File: src/rtl/ps2_key_ctrl_pkg.sv
// Shared types and byte constants for the PS/2 scancode sequencer.
package ps2_pkg;

    typedef enum logic [2:0] {
        IDLE   = 3'd0,
        EXT    = 3'd1,
        BRK    = 3'd2,
        EXTBRK = 3'd3,
        SKIP   = 3'd4
    } ps2_dec_state_t;

    localparam logic [7:0] PS2_EXT      = 8'hE0;
    localparam logic [7:0] PS2_BRK      = 8'hF0;
    localparam logic [7:0] PS2_PAUSE    = 8'hE1;
    localparam logic [7:0] PS2_BAT_OK   = 8'hAA;
    localparam logic [7:0] PS2_ACK      = 8'hFA;
    localparam logic [7:0] PS2_ECHO     = 8'hEE;
    localparam logic [7:0] PS2_RESEND   = 8'hFE;
    localparam logic [7:0] PS2_BAT_FAIL = 8'hFC;
    localparam logic [7:0] PS2_OVR0     = 8'h00;
    localparam logic [7:0] PS2_OVR1     = 8'hFF;

    // 'release' is a reserved word, so the break flag is called 'released'.
    typedef struct packed {
        logic       released;
        logic       ext;
        logic [7:0] code;
    } ps2_key_evt_t;

    // Keyboard housekeeping bytes that carry no key information.
    function automatic logic is_status_byte(input logic [7:0] b);
        return (b == PS2_BAT_OK) || (b == PS2_ACK) || (b == PS2_ECHO) || (b == PS2_RESEND);
    endfunction

    // Keyboard-reported error / buffer-overrun bytes.
    function automatic logic is_error_byte(input logic [7:0] b);
        return (b == PS2_OVR0) || (b == PS2_OVR1) || (b == PS2_BAT_FAIL);
    endfunction

endpackage

File: src/rtl/ps2_key_ctrl_evt_fifo.sv
// First-word fall-through FIFO of decoded key events.
// Pointers carry one extra wrap bit; full = wrap bits differ, index bits equal.
// A write into a full FIFO succeeds when a read happens in the same cycle.
module ps2_evt_fifo
    import ps2_pkg::*;
#(
    parameter int DEPTH = 8
) (
    input  logic         clkin,
    input  logic         rst_n,
    input  logic         wr_en,
    input  ps2_key_evt_t wr_data,
    output logic         full,
    input  logic         rd_en,
    output ps2_key_evt_t rd_data,
    output logic         empty
);

    localparam int AW = $clog2(DEPTH);

    logic [AW:0]  wr_ptr;
    logic [AW:0]  rd_ptr;
    ps2_key_evt_t mem [DEPTH];
    logic         do_rd;
    logic         do_wr;

    assign empty   = (wr_ptr == rd_ptr);
    assign full    = (wr_ptr[AW] != rd_ptr[AW]) && (wr_ptr[AW-1:0] == rd_ptr[AW-1:0]);
    assign do_rd   = rd_en & ~empty;
    assign do_wr   = wr_en & (~full | do_rd);
    assign rd_data = mem[rd_ptr[AW-1:0]];

    // Advance read/write pointers on accepted operations.
    always_ff @(posedge clkin or negedge rst_n) begin
        if (!rst_n) begin
            wr_ptr <= '0;
            rd_ptr <= '0;
        end else begin
            if (do_wr) wr_ptr <= wr_ptr + 1'b1;
            if (do_rd) rd_ptr <= rd_ptr + 1'b1;
        end
    end

    // Storage; cleared on reset so the head reads as zero while empty.
    always_ff @(posedge clkin or negedge rst_n) begin
        if (!rst_n) begin
            for (int i = 0; i < DEPTH; i++) mem[i] <= '0;
        end else if (do_wr) begin
            mem[wr_ptr[AW-1:0]] <= wr_data;
        end
    end

endmodule

File: src/rtl/ps2_key_ctrl.sv
// PS/2 scancode-set-2 sequencer: turns the PHY byte stream into key events
// and queues them for the CPU side.
// Optional feature: define PS2_PREFIX_TIMEOUT_EN to abandon a pending prefix
// or pause skip after TIMEOUT_CYCLES idle clocks.
//
// Handshakes: a transfer happens on a clock edge where valid & ready are both
// 1; the sender holds data stable while valid is high and ready is low.
// sym_ready is 1 every cycle after reset; key_valid means FIFO non-empty and
// key_valid & key_ready pops the head.
module ps2_key_ctrl
    import ps2_pkg::*;
#(
    parameter int FIFO_DEPTH     = 8,
    parameter int TIMEOUT_CYCLES = 2500000
) (
    input  logic       clkin,
    input  logic       rst_n,
    input  logic [7:0] sym_data,
    input  logic       sym_valid,
    output logic       sym_ready,
    output logic [7:0] key_code,
    output logic       key_release,
    output logic       key_ext,
    output logic       key_valid,
    input  logic       key_ready,
    output logic       overflow,
    output logic       proto_err
);

    // The decoder state is kept in a named enum so checkers can bind to it.
    ps2_dec_state_t state, state_d;
    logic [2:0]     skip_cnt, skip_d;
    logic [7:0]     byte_q;
    logic           byte_vld;
    logic           push;
    ps2_key_evt_t   push_evt;
    logic           err_d;
    logic           fifo_full;
    logic           fifo_empty;
    logic           pop;
    logic           timeout_hit;
    ps2_key_evt_t   head;

`ifdef PS2_PREFIX_TIMEOUT_EN
    logic [23:0] idle_cnt;

    // A byte in the same cycle wins over the timeout.
    assign timeout_hit = (state != IDLE) && !byte_vld && (idle_cnt == 24'(TIMEOUT_CYCLES));

    // Idle counter: cleared by bytes and by the timeout, counts while a prefix is pending.
    always_ff @(posedge clkin or negedge rst_n) begin
        if (!rst_n)                      idle_cnt <= '0;
        else if (byte_vld || timeout_hit) idle_cnt <= '0;
        else if (state != IDLE)          idle_cnt <= idle_cnt + 24'd1;
    end
`else
    logic unused_timeout;
    assign unused_timeout = ^TIMEOUT_CYCLES;
    assign timeout_hit    = 1'b0;
`endif

    // Ready register and one-stage input capture of the accepted byte.
    always_ff @(posedge clkin or negedge rst_n) begin
        if (!rst_n) begin
            sym_ready <= 1'b0;
            byte_vld  <= 1'b0;
            byte_q    <= '0;
        end else begin
            sym_ready <= 1'b1;
            byte_vld  <= sym_valid & sym_ready;
            if (sym_valid & sym_ready) byte_q <= sym_data;
        end
    end

    // Decode next state, skip count, event push and error for the captured byte.
    always_comb begin
        state_d  = state;
        skip_d   = skip_cnt;
        push     = 1'b0;
        push_evt = '0;
        err_d    = 1'b0;
        if (byte_vld) begin
            if (state == SKIP) begin
                skip_d = 3'(skip_cnt - 3'd1);
                if (skip_cnt <= 3'd1) begin
                    state_d = IDLE;
                    skip_d  = '0;
                end
            end else if (byte_q == PS2_EXT) begin
                err_d   = (state != IDLE);
                state_d = EXT;
            end else if (byte_q == PS2_BRK) begin
                if (state == BRK || state == EXTBRK) err_d = 1'b1;
                else if (state == EXT)               state_d = EXTBRK;
                else                                 state_d = BRK;
            end else if (byte_q == PS2_PAUSE) begin
                push     = 1'b1;
                push_evt = '{released: 1'b0, ext: 1'b0, code: PS2_PAUSE};
                skip_d   = 3'd7;
                state_d  = SKIP;
            end else if (is_status_byte(byte_q)) begin
                state_d = IDLE;
            end else if (is_error_byte(byte_q)) begin
                err_d   = 1'b1;
                state_d = IDLE;
            end else begin
                push     = 1'b1;
                push_evt = '{released: (state == BRK || state == EXTBRK),
                             ext:      (state == EXT || state == EXTBRK),
                             code:     byte_q};
                state_d  = IDLE;
            end
        end else if (timeout_hit) begin
            state_d = IDLE;
            skip_d  = '0;
            err_d   = 1'b1;
        end
    end

    // Decoder state, skip counter and registered status pulses.
    always_ff @(posedge clkin or negedge rst_n) begin
        if (!rst_n) begin
            state     <= IDLE;
            skip_cnt  <= '0;
            overflow  <= 1'b0;
            proto_err <= 1'b0;
        end else begin
            state     <= state_d;
            skip_cnt  <= skip_d;
            overflow  <= push & fifo_full & ~pop;
            proto_err <= err_d;
        end
    end

    assign pop = key_valid & key_ready;

    ps2_evt_fifo #(
        .DEPTH(FIFO_DEPTH)
    ) u_fifo (
        .clkin  (clkin),
        .rst_n  (rst_n),
        .wr_en  (push),
        .wr_data(push_evt),
        .full   (fifo_full),
        .rd_en  (pop),
        .rd_data(head),
        .empty  (fifo_empty)
    );

    assign key_valid   = ~fifo_empty;
    assign key_code    = head.code;
    assign key_release = head.released;
    assign key_ext     = head.ext;

endmodule

File: config.mk
export PLATFORM = sky130hd
export DESIGN_NAME = ps2_key_ctrl
export DESIGN_NICKNAME = d
export VERILOG_FILES = /design/src/rtl/ps2_key_ctrl_pkg.sv /design/src/rtl/ps2_key_ctrl_evt_fifo.sv /design/src/rtl/ps2_key_ctrl.sv
export SDC_FILE = /design/constraint.sdc
export NUM_CORES = 1
export LEC_CHECK = 0
export BUFFER_PORTS_ARGS = -buffer_cell sky130_fd_sc_hd__buf_4
export CAP_MARGIN = 15
export CORE_MARGIN = 5
export CORE_UTILIZATION = 57
export CTS_BUF_LIST = sky130_fd_sc_hd__clkbuf_8
export DETAILED_ROUTE_END_ITERATION = 16
export GPL_ROUTABILITY_DRIVEN = 0
export PLACE_DENSITY = 0.78
export RECOVER_POWER = 25
export SETUP_SLACK_MARGIN = 0.02
export SKIP_LAST_GASP = 1
export SLEW_MARGIN = 20
export SYNTH_ARGS = -nofsm -noshare
export SYNTH_HDL_FRONTEND = slang
export SYNTH_SLANG_ARGS = --single-unit
File: constraint.sdc
create_clock -name clkin -period 1.9 [get_ports clkin]
set_clock_uncertainty 0.1 [all_clocks]
set_input_delay 0.19 -clock clkin [delete_from_list [all_inputs] [get_ports clkin]]
set_output_delay 0.19 -clock clkin [all_outputs]
set_load 0.05 [all_outputs]
* Word level (Yosys, flattened, before mapping) *
Index checks and enable logic that the tools add are counted.

cells by class
  add/sub/neg operators = 3
  magnitude comparators = 4
  equal/unequal tests = 20
  muxes and demuxes = 40
  bitwise logic cells = 12
  reductions and logical operators = 14

operator list
  kind                                                             number
  2-to-1 mux 10 bit                                                10
  bitwise mux 80 bit                                               1
  equality test 8 bit (second input constant)                      9
  2-to-1 mux 3 bit                                                 11
  binary-select mux 10 bit (select 3 bit)                          1
  demux 10 bit (select 3 bit)                                      1
  2-to-1 mux 1 bit                                                 16
  adder 4 x 1 -> 4 bit (second input constant)                     2
  greater-or-equal comparator 4 bit (second input constant)        2
  zero test 8 bit                                                  1
  inverter 3 -> 4 bit                                              2
  logical OR 1 bit                                                 7
  bitwise AND 1 bit                                                6
  equality test 3 x 2 -> 1 bit (second input constant)             2
  equality test 4 bit                                              1
  < comparator 4 x 1 -> 1 bit (second input constant)              1
  != test 2 bit (second input constant)                            2
  != test 4 bit (second input constant)                            1
  AND reduction 4 bit                                              1
  equality test 3 x 1 -> 1 bit (second input constant)             1
  equality test 3 bit                                              1
  equality test 3 bit (second input constant)                      1
  less-or-equal comparator 3 x 1 -> 1 bit (second input constant)  1
  inverter 1 bit                                                   3
  8 further kinds                                                  9

word-level totals
  bits in registers = 106
  input port bits = 12
  output and inout bits = 14

* Depth between registers and ports, before layout *
  depth after elaboration = 12
  depth in mapped cells = 8
  gate-level depth less buffers = 6

* Modules after synthesis *
From an unflattened synthesis, not the netlist that was laid out.

second synthesis, totals
  cell total of the unflattened synthesis = 369
  area, all modules = 5251.3 sq um

by module, submodules not included
  module        times used  cells an instance  area each (sq um)
  ps2_evt_fifo  1           254                4156.5
  ps2_key_ctrl  1           115                1094.8

* Least setup slack after synthesis *
Ideal clock, no wire load.

  path type = reg2out
  start = register u_fifo.rd_ptr[0]
  end = output key_code[0]
  arrival = 1.798 ns
  data required time = 1.610 ns
  slack = -0.188 ns
  stages on the path, launching flop included = 5
  path through = dfrtp_1 -> clkbuf_1 -> buf_2 -> mux4_2 -> mux2_2

on the way
  cells in the longest elaborated chain, start to end = 4

RTL lines
  element                                               RTL line                     source
  start, declared                                       ps2_key_ctrl_evt_fifo.sv:22  logic [AW:0] rd_ptr;
  start signal, assigned                                ps2_key_ctrl_evt_fifo.sv:40  if (do_rd) rd_ptr <= rd_ptr + 1'b1;
  inverter 3 -> 4 bit (implied by the code)             ps2_key_ctrl_evt_fifo.sv:31  assign rd_data = mem[rd_ptr[AW-1:0]];
  binary-select mux 10 bit (select 3 bit)               ps2_key_ctrl_evt_fifo.sv:31
  2-to-1 mux 10 bit (implied by the code) (2 in a row)  ps2_key_ctrl_evt_fifo.sv:31
  end, declared                                         ps2_key_ctrl.sv:21           output logic [7:0] key_code,

Every way passes these cells. The select of a mux whose other input is x is not followed.

* Worst setup path after layout *
  start = register byte_q[2]
  end = register u_fifo.mem[79] (netlist bit)

on the way
  cells in the longest elaborated chain, start to end = 11

RTL lines
  element                                                         RTL line                                                  source
  start, declared                                                 ps2_key_ctrl.sv:33                                        logic [7:0] byte_q;
  start signal, assigned                                          ps2_key_ctrl.sv:71                                        if (sym_valid & sym_ready) byte_q <= sym_data;
  equality test 8 bit, or another cell as far along               ps2_key_ctrl_pkg.sv:37                                    return (b == PS2_OVR0) || (b == PS2_OVR1) || (b == PS2_BAT_FAIL);
  logical OR 1 bit, on equally long branches (2 in a row)         ps2_key_ctrl_pkg.sv:37, ps2_key_ctrl_pkg.sv:32
  2-to-1 mux 10 bit, or another cell as far along                 ps2_key_ctrl.sv:103                                       end else if (is_error_byte(byte_q)) begin
  2-to-1 mux 10 bit / 2-to-1 mux 1 bit (equally long branches)    ps2_key_ctrl.sv:101                                       end else if (is_status_byte(byte_q)) begin
  2-to-1 mux 10 bit / 2-to-1 mux 1 bit (equally long branches)    ps2_key_ctrl.sv:96                                        end else if (byte_q == PS2_PAUSE) begin
  2-to-1 mux 10 bit / 2-to-1 mux 1 bit (equally long branches)    ps2_key_ctrl.sv:92                                        end else if (byte_q == PS2_BRK) begin
  2-to-1 mux 10 bit / 2-to-1 mux 1 bit (equally long branches)    ps2_key_ctrl.sv:89                                        end else if (byte_q == PS2_EXT) begin
  2-to-1 mux 10 bit / 2-to-1 mux 1 bit (equally long branches)    ps2_key_ctrl.sv:83                                        if (state == SKIP) begin
  2-to-1 mux 10 bit / 2-to-1 mux 1 bit (equally long branches)    ps2_key_ctrl.sv:82                                        if (byte_vld) begin
  bitwise mux 80 bit / bitwise AND 1 bit (equally long branches)  ps2_key_ctrl_evt_fifo.sv:49, ps2_key_ctrl_evt_fifo.sv:30
  end signal, assigned by index                                   ps2_key_ctrl_evt_fifo.sv:49                               mem[wr_ptr[AW-1:0]] <= wr_data;
  end, declared                                                   ps2_key_ctrl_evt_fifo.sv:23                               ps2_key_evt_t mem [DEPTH];

Parallel ways exist; a longest one is shown, timed or not.
A chain may end at the register's enable or synchronous reset.

==> out/results.ini <==
[critical_path]
cp_num_buf_inv=3
critPathRequiredTime_ps=2060
crit_family=simple AND/OR/NAND/NOR gates
crit_chain=nand4b_1 > o41ai_4 > nor4b_4 > buf_6 > nand4b_1 > buf_6 > clkbuf_16 > mux2_4
cp_slowest_stage_delay_ps=470
critPathKind=reg -> reg
critPathMaxFanout=6
slowest_stage=o41ai_4
start_kind=flip-flop
cp.arrival_ps=2500
critPathCaptureType=flip-flop

[drt]
dr.pass1.iters=4
wl_um=14470
wl_per_cell_um=24.99
first_iter_violations=223
drcViolationCount=0
vias_per_cell=6.245
dr_total_vias=3616
drtAntennaViolNets=0

[final_layout]
stdcell_area_um2=7148
area_growth_syn_to_layout_pct=38.43
regArea_um2=2659
instances_no_fill=579
n_fill_cell=431
drive_above_1_share_pct=60.72
layout_common_cells=101 x dfrtp_1, 82 x mux2_4, 63 x buf_4
nets=483
n_antenna_cell=0
multi_input_area_um2=2954
layout_commonest_cell=dfrtp_1

[timing]
worst_slack_ps=-441.2
setup_viol_count_final=98
max_freq_mhz=427.1
drv_slew=0
fin_crit_sh_pct=123.2
worstMarginPinSlew_ps=1193
hold_violations=0
rsz0062_at_grt=true
min_period_ps=2341
relSlewSlack_pct=20.48

[outcome]
violations=negative setup slack
status=complete, but fails checks

[logic_synthesis]
syn_inst=364
syn-cell-area_um2=5164
ys_seq_elements=106
synth_top_cell_by_area=dfrtp_1
synthFlopType=dfrtp_1
seq_area_frac_synth_pct=51.37
ys_warn_count=0
synth_top_area_share_pct=51.37
synthTopCellsByArea=dfrtp_1 51%, mux2_2 21%, mux4_2 8.7%
synth_edf_count=0
synth.avg_cell_area_um2=14.19
mappedNetlistNets=380
async_flop_share_pct=100.0
synth_cell_types=45

[place]
hpwl_um=7280
dp.cells=521
numPortBuffers=25
postPlaceCellArea_um2=5972

[die]
fp.dieW_um=105.2
core.rowCount=34
ios=26
coreArea_um2=8763
fp.dieH_um=105.2
start_util_pct=58.92
dieArea_um2=11060

[clock_network]
cts_tree=done
numCtsBuffers=9
htreeDepth=3
cts-root-buf=clkbuf_8
cts.clk_slew.worst_paths_ps=100
insertion_delay_ps=370
clock_path_buffers=2
cts_sinks=106

[worst_hold_path]
min_path_type=in -> reg

[global_routing]
antenna_found_initial=0
grt.total_usage_pct=25.34
grt_pass1_vias=3928
grt_start_max_net_pins=61
grt.overflow.total=0
grt_pass1_wl_um=21590

[power]
powerDensity_nw_per_um2=1292
peakVddDrop_v=0.0006578
leakage_nw=3.505
total_power_mw=9.235

[job]
max-cap-violations=0

## per-layer routing
metal  up-vias  track usage (%)  wire [um]
met4         0            6.575        391
met5         -                0          0
li1       1541                -          -
met3        29            4.316        583
met2       118            44.86       7860
met1      1928            32.19       5635
## worst min-delay path: stages
cell	delay (ps)
buf_4	140
nand2_4	60
xnor2_1	70
## final timing paths
kind | start | to | slack (ps) | cells after the start
max in group asynchronous | rst_n | u_fifo.mem[35] | 280 | 3
worst min-delay path | key_ready | u_fifo.rd_ptr[0] | 20 | 3
worst max register to register | byte_q[2] | u_fifo.mem[79] | -440 | 8
worst max-delay path | byte_q[2] | u_fifo.mem[79] | -440 | 8
worst min register to register | u_fifo.mem[54] | u_fifo.mem[54] | 410 | 1
min in group asynchronous | rst_n | u_fifo.mem[11] | 310 | 3
## cell families (layout without fill, tap and decap cells)
family | after synthesis | count (layout) | synth area share, %
buffers and inverters | 29 | 132 | 3.029
AOI/OAI and AO/OA | 17 | 17 | 2.399
other | 1 | 1 | 0.07262
muxes | 120 | 120 | 30.53
and+or+nand+nor | 75 | 79 | 9.595
xor gates and xnor gates | 12 | 12 | 2.035
adders and majority gates | 4 | 4 | 0.9693
DFF | 106 | 106 | 51.37
## metrics by stage
| stage | hold WS (ps) | setup TNS, ps | worst slack, ps | utilization [%] |
|---|---|---|---|---|
| after floorplan | -205.6 | -7720 | -134.4 | - |
| after global placement | 107.6 | -43890 | -626.4 | 68.15 |
| after detailed placement | 109.7 | -50270 | -676.8 | 68.15 |
| after CTS | 9.439 | -28120 | -431.3 | 78.38 |
| after global routing | 20.23 | -42070 | -518.8 | 81.57 |
| final | 19.86 | -34100 | -441.2 | 81.57 |
## cell usage after synthesis, types with 2 or more instances
cell      instances
dfrtp_1         106
mux2_2           97
mux4_2           20
nand2_1          14
nor2_1           13
clkbuf_1         10
buf_2             8
nand3_1           8
xnor2_1           8
nor2b_1           6
and2_1            5
a21oi_1           4
and3_1            4
buf_6             4
ha_1              4
inv_1             4
nand4b_1          4
xor2_1            4
mux2_1            3
nand4_4           3
nor3_1            3
nor4_1            3
o21ai_0           3
and2_4            2
buf_4             2
nand2b_1          2
o22a_1            2
## state kept, by name, indices dropped and copies added (netlist names)
register,count
u_fifo.mem,80
byte_q,8
u_fifo.rd_ptr,4
u_fifo.wr_ptr,4
skip_cnt,3
state,3
byte_vld,1
overflow,1
proto_err,1
sym_ready,1
## repair_timing
item | 4_1_cts | 5_1_grt
pin swaps | 15 | 14
hold buffers | 9 | 0
endpoints found under the setup margin | 96 | 100
hold endpoints to repair | 114 | 0
buffers inserted | 16 | 13
gates cloned | 8 | 2
resized for setup | 73 | 57
## area by class of cell
type                    count  share of cell area (%)
multi-input cells         233                   41.33
flip-flops and latches    106                   37.20
repair buffers            112                   16.17
clock buffers              10                   1.925
well taps                 108                   1.890
clock inverters             5                   1.225
inverters                   5                  0.2626
## report_power, final
group / total, mW / internal, mW / leakage [nW] / switching, mW
combinational: 4.42 / 2.32 / 1.98 / 2.10
sequential: 3.25 / 2.82 / 1.42 / 0.435
clock: 1.56 / 0.783 / 0.110 / 0.780
total: 9.24 / 5.92 / 3.51 / 3.32
No activity file was read; power rests on OpenSTA's default activity.
